$ cat src/rtl/gate_tt_settle_timer.sv
// gate_tt_settle_timer: loadable 4-bit down-counter that holds at zero
module gate_tt_settle_timer (
    input  logic       clk,
    input  logic       rst,
    input  logic       i_load,
    input  logic       i_dec,
    input  logic [3:0] i_load_val,
    output logic [3:0] o_value,
    output logic       o_zero
);

    logic [3:0] r_cnt;

    // load has priority over decrement; decrement stops at zero
    always_ff @(posedge clk) begin
        if (rst)
            r_cnt <= 4'd0;
        else if (i_load)
            r_cnt <= i_load_val;
        else if (i_dec && r_cnt != 4'd0)
            r_cnt <= r_cnt - 4'd1;
    end

    assign o_value = r_cnt;
    assign o_zero  = (r_cnt == 4'd0);

endmodule

$ cat config.mk
export PLATFORM = sky130hd
export DESIGN_NAME = gate_tt_settle_timer
export DESIGN_NICKNAME = d
export VERILOG_FILES = /design/src/rtl/gate_tt_settle_timer.sv
export SDC_FILE = /design/constraint.sdc
export NUM_CORES = 1
export LEC_CHECK = 0
export ABC_AREA = 1
export BUFFER_PORTS_ARGS = -buffer_cell sky130_fd_sc_hd__buf_4
export CORE_AREA = 2 2 39 41
export CTS_CLUSTER_DIAMETER = 150
export DETAILED_ROUTE_END_ITERATION = 8
export DIE_AREA = 0 0 41 43
export HOLD_SLACK_MARGIN = 0.06
export PLACE_DENSITY = 0.55
export SLEW_MARGIN = 20
export SYNTH_ARGS = -nofsm -noshare
export SYNTH_HDL_FRONTEND = slang
export SYNTH_SLANG_ARGS = --single-unit
$ cat constraint.sdc
create_clock -name clk -period 1.05 [get_ports clk]
set_input_delay 0.21 -clock clk [delete_from_list [all_inputs] [get_ports clk]]
set_output_delay 0.21 -clock clk [all_outputs]
set_load 0.005 [all_outputs]
==> results.toml, run 1 <==
[run_status]
status = "finished with violations"
violations = "setup timing"

[critical_path]
cp-end-kind = "primary output"
worst_ep_arrival_time_ps = 970
r2r_slack_ps = -120
slowest_delay_ps = 310
crit_family = "flip-flops"
critPathBufInv = 3
cp.depth = 5
start_kind = "flop"
crit_path_frequent_cell = "inv_2"
cp.required_ps = 840
crit_type = "reg -> out"
ff2ff_path_depth = 9
cp_max_fo = 3
cp_cell_sequence = "inv_2 -> ha_4 -> nand3_4 -> inv_2 -> buf_6"
cp_slowest_cell = "dfxtp_2"

[clocking]
cts-htree-levels = 1
path_clk_slew_ps = 40
cts.sinks = 4
cts_hold_buf = 0
worstSkewPairLatency_ps = 230
clockBufferDepth = 2
root_buffer = "clkbuf_4"
cts_buffers = 3
cts_tree = "done"

[finish]
fillers = 159
finalNetCount = 71
fin_util = 0.3436
area_growth_pct = 73.52
num_antenna_cells = 0
mostFrequentLayoutCell = "buf_4"
largest_register_ffs = 4
final_area_um2 = 475.5
mostFrequentLayoutCells = "buf_4, nand2_1, inv_2, nor2_1"
drive_gt1_frac = 0.5833

[floorplan]
die_y_um = 43
io_pins = 13
rows = 14
fp.dieW_um = 41
design.die.area_um2 = 1763
start_util = 0.1980
core_area_um2 = 1384

[synthesis]
synth.distinct_cells = 16
yosysWarnings = 0
syn_avg_cell_area_um2 = 6.683
synth_area_um2 = 274.0
yosysTopAreaCellShare = 0.2922
synth_area_leader_cell = "dfxtp_1"
ys_ff_latch = 4
synth_area_leaders = "dfxtp_1, nand2_1, nand2_4"
seq_area_frac_synth = 0.2922
synthCells = 41
syn-num-nets = 50

[route]
via_per_inst = 4.079
top_layer = "met4"
vias = 310
wl_per_cell_um = 8.645
m1WireLength_um = 265
ant_nets = 0
drtIter0Drc = 3
first_pass_iters = 4
drc = 0
routed_wl_um = 657
met3WireLength_um = 40
wl_met2_um = 345

[placed_design]
postPlaceCellArea_um2 = 421.7
place_hpwl_um = 524.7
port_buffers = 12
place.gp.congestion = 0.7343

[sta]
period_minus_slack_ps = 1184
setup_viol_count_final = 5
rsz0062_at_grt = "true"
fmax_ghz = 0.8443
hold_viol = 0
post-route-period-util = 1.128
fin_ws_ps = -134.4
fin_skew_ps = 0.8942
tightestPinTransition_ps = 193.0
relSlewSlack = 0.8700
finalMaxSlewViolations = 0

[power]
clkPwrFrac = 0.289
peakVddDrop_mv = 0.3625
sw_frac_of_total = 0.3066
p_sw_mw = 0.1956
leakagePower_nw = 0.2381
combinationalPowerShare = 0.419
pwr_density_cell_nw_per_um2 = 1341
seq_power_share = 0.292
p_int_mw = 0.4422

[flow_run]
maxCapViolCount = 0

[global_routing]
antenna_found_initial = 0
overflow = 0
grt_pass1_vias = 323
grt_pass1_wl_um = 1117
globalRouteTotalUtil = 0.09619
grt_max_degree = 8

[min_path]
hold_path.class = "in -> reg"
min_delay_path_depth = 2
[synthesized netlist by cell type (all sizes together)]
library cell,n
dfxtp,4
nor2,6
a21oi,2
ha,1
inv,7
nand3,4
o22ai,1
nand2,10
xor2,1
or2,1
o21ai,3
clkinv,1
[through the flow]
step                      setup TNS [ps]  cells  setup WS, ps  hold WS [ps]  power, mW
after floorplan                   -1.185     41        -1.185         272.4     0.3169
after global placement            -68.26     72        -25.64         377.0     0.4138
after detailed placement          -53.57     72        -27.00         375.4     0.4140
after CTS                         -553.4     76        -148.1         128.3     0.6393
after global routing              -879.3     76        -187.9         132.5     0.6967
final                             -520.3     76        -134.4         138.9     0.6378
[power by group through the flow]
| stage | sequential, mW | clock, mW | combinational [mW] |
|---|---|---|---|
| after global routing | 0.190 | 0.209 | 0.298 |
| final | 0.186 | 0.184 | 0.267 |
| after detailed placement | 0.187 | 0 | 0.227 |
| after CTS | 0.185 | 0.194 | 0.260 |
| after global placement | 0.187 | 0 | 0.227 |
| after floorplan | 0.193 | 0 | 0.124 |
[repair_timing]
item / CTS / global route
setup endpoints to repair: 5 / 6
setup buffers: 1 / 0
pin swaps: 3 / 3
resized for setup: 5 / 3
gates cloned: 0 / 0
[routing by layer]
metal / vias to the layer above / track usage
met2: 8 / 0.1469
met5: - / 0
met1: 132 / 0.09904
li1: 168 / -
met3: 2 / 0.03141
met4: 0 / 0.08000
[area by class of cell]
class                           instances  area (um2)  share of cell area
Multi-Input combinational cell         29       191.4              0.4026
Timing Repair Buffer                   16       127.6              0.2684
Clock buffer                            3       22.52             0.04737
Tap cell                               16       20.02             0.04211
Inverter                                8       31.28             0.06579
Sequential cell                         4       82.58              0.1737
[final timing paths]
check	start	to
worst min register to register	o_value[2]	o_value[2]
worst max-delay path	o_value[0]	o_zero
worst max register to register	o_value[0]	o_value[3]
worst min-delay path	rst	o_value[3]
[logic make-up after synthesis]
| family | Yosys count | share of synthesized area |
|---|---|---|
| AND/OR/NAND/NOR | 21 | 0.3881 |
| buffers and inverters | 8 | 0.1142 |
| AO/OA/AOI/OAI | 6 | 0.1278 |
| flip-flops | 4 | 0.2922 |
| XOR/XNOR | 1 | 0.03197 |
| adder cells (fa/ha/maj) | 1 | 0.04565 |
Note: power is estimated with default switching activity, not from simulation.
==> inputs of run 2 (changes only) <==
--- a/config.mk
+++ b/config.mk
@@ -6,13 +6,15 @@
 export NUM_CORES = 1
 export LEC_CHECK = 0
 export ABC_AREA = 1
-export BUFFER_PORTS_ARGS = -buffer_cell sky130_fd_sc_hd__buf_4
+export CELL_PAD_IN_SITES_DETAIL_PLACEMENT = 1
+export CELL_PAD_IN_SITES_GLOBAL_PLACEMENT = 1
 export CORE_AREA = 2 2 39 41
 export CTS_CLUSTER_DIAMETER = 150
 export DETAILED_ROUTE_END_ITERATION = 8
 export DIE_AREA = 0 0 41 43
+export DONT_BUFFER_PORTS = 1
 export HOLD_SLACK_MARGIN = 0.06
-export PLACE_DENSITY = 0.55
+export PLACE_DENSITY = 0.58
 export SLEW_MARGIN = 20
 export SYNTH_ARGS = -nofsm -noshare
 export SYNTH_HDL_FRONTEND = slang
==> run 2 against run 1 <==
Net effect: the run still ends with setup timing left; sequential cell count stayed put; hold slack better by 7.5 ps; critical path type unchanged; register-to-register slack better by 110 ps; cell area shrank 7.6%; final cell count is 14% lower; sequential power about the same.
==> results.toml, run 2 (synthesized netlist as in run 1, its figures left out) <==
[sta]
setup_viol_count_final = 4
tightestPinTransition_ps = 221.3
relSlewSlack = 0.8509
fin_tns_setup_ps = -96.75
period_minus_slack_ps = 1121
fin_skew_ps = 0.6382
post-route-period-util = 1.067
rsz0062_at_grt = "true"
hold_viol = 0
fmax_ghz = 0.8923
fin_ws_ps = -70.68
finalMaxSlewViolations = 0

[run_status]
status = "finished with violations"
violations = "setup timing"

[floorplan]
die_y_um = 43
design.die.area_um2 = 1763
start_util = 0.1980
io_pins = 13
fp.dieW_um = 41
rows = 14
core_area_um2 = 1384

[critical_path]
cp_cell_sequence = "inv_2 -> ha_4 -> nand3_4 -> inv_2"
worst_ep_arrival_time_ps = 910
cp_slowest_cell = "dfxtp_2"
cp.required_ps = 840
ff2ff_path_depth = 8
r2r_slack_ps = -10
slowest_delay_ps = 310
cp-endpoint = "o_zero"
crit_type = "reg -> out"
critPathLaunch = "o_value[0]"
crit_path_frequent_cell = "inv_2"
cp-end-kind = "primary output"
r2r-start = "o_value[1]"
start_kind = "flop"
reg2reg_to = "o_value[1]"
cp_max_fo = 3

[global_routing]
antenna_found_initial = 0
overflow = 0
grt_max_degree = 8
globalRouteTotalUtil = 0.1085
grt_pass1_wl_um = 1193
grt_pass1_vias = 308

[route]
first_pass_iters = 1
via_per_inst = 4.462
wl_per_cell_um = 11.60
drc = 0
drtIter0Drc = 0
routed_wl_um = 754
ant_nets = 0
vias = 290

[clocking]
cts_buffers = 3
clockBufferDepth = 2
path_clk_slew_ps = 40
cts-htree-levels = 1
cts_tree = "done"
worstSkewPairLatency_ps = 240
root_buffer = "clkbuf_4"
cts.sinks = 4

[finish]
finalNetCount = 60
mostFrequentLayoutCells = "inv_2, nand2_1, buf_4"
largest_register_ffs = 4
fillers = 181
drive_gt1_frac = 0.6735
area_growth_pct = 60.27
num_antenna_cells = 0

[min_path]
hold_path.class = "in -> reg"

[flow_run]
maxCapViolCount = 0

[placed_design]
pre_cts_ws_ps = -55.19
place.gp.congestion = 0.7422
place_hpwl_um = 602.6
port_buffers = 0

[power]
peakVddDrop_mv = 0.3929
leakagePower_nw = 0.1908
pwr_density_cell_nw_per_um2 = 1442
-- run 2: cell type report --
class / instances / area [um2] / share of cell area
Timing Repair Buffer: 5 / 40.04 / 0.09117
Inverter: 8 / 35.03 / 0.07977
Clock buffer: 3 / 22.52 / 0.05128
Tap cell: 16 / 20.02 / 0.04558
Multi-Input combinational cell: 29 / 237.7 / 0.5413
Sequential cell: 4 / 83.83 / 0.1909
-- run 2: metal layers --
metal,part of all wire,vias up,global-route usage
met2,0.53,10,0.1625
met5,0,-,0
li1,-,145,-
met4,0.027,0,0.1000
met3,0.077,2,0.04712
met1,0.37,133,0.1032
-- run 2: what timing repair did --
item	4_1_cts	5_1_grt
cloned	0	0
endpoints found under the setup margin	5	5
buffers inserted	1	0
endpoints found under the hold margin	1	0
hold buffers	1	0
gates resized for setup	12	6
pin swaps	7	1
-- run 2: critical path: cells and delay by family, from the launching register on --
kind	cells	cell delay, ps
buf+inv	2	130
flops	1	310
simple gates	1	80
fa+ha+maj	1	150
-- run 2: worst min-delay path by stage --
| stage | from | endpoint | slack [ps] | depth (start not counted) |
|---|---|---|---|---|
| finish | rst | o_value[1] | 150 | 3 |
| global route | rst | o_value[1] | 160 | 3 |
| CTS | rst | o_value[2] | 140 | 3 |
| detailed placement | rst | o_value[3] | 270 | 1 |
| global placement | rst | o_value[3] | 270 | 1 |
| floorplan | rst | o_value[3] | 270 | 1 |
-- run 2: per-stage QoR --
stage | hold slack (ps) | area [um2] | utilization | instances | power, mW
2_1_floorplan | 272.4 | 289.0 | - | 41 | 0.3169
3_3_place_gp | 273.8 | 339.1 | 0.2450 | 61 | 0.3660
3_5_place_dp | 274.6 | 339.1 | 0.2450 | 61 | 0.3712
4_1_cts | 138.7 | 410.4 | 0.2966 | 65 | 0.6294
5_1_grt | 160.7 | 439.2 | 0.3174 | 65 | 0.6885
6_report | 146.4 | 439.2 | 0.3174 | 65 | 0.6331
-- run 2: where the power goes --
| part | switching [mW] | leakage, nW | internal [mW] |
|---|---|---|---|
| logic | 0.137 | 0.143 | 0.106 |
| registers | 0.0160 | 0.0341 | 0.173 |
| clock network | 0.0718 | 0.0138 | 0.128 |
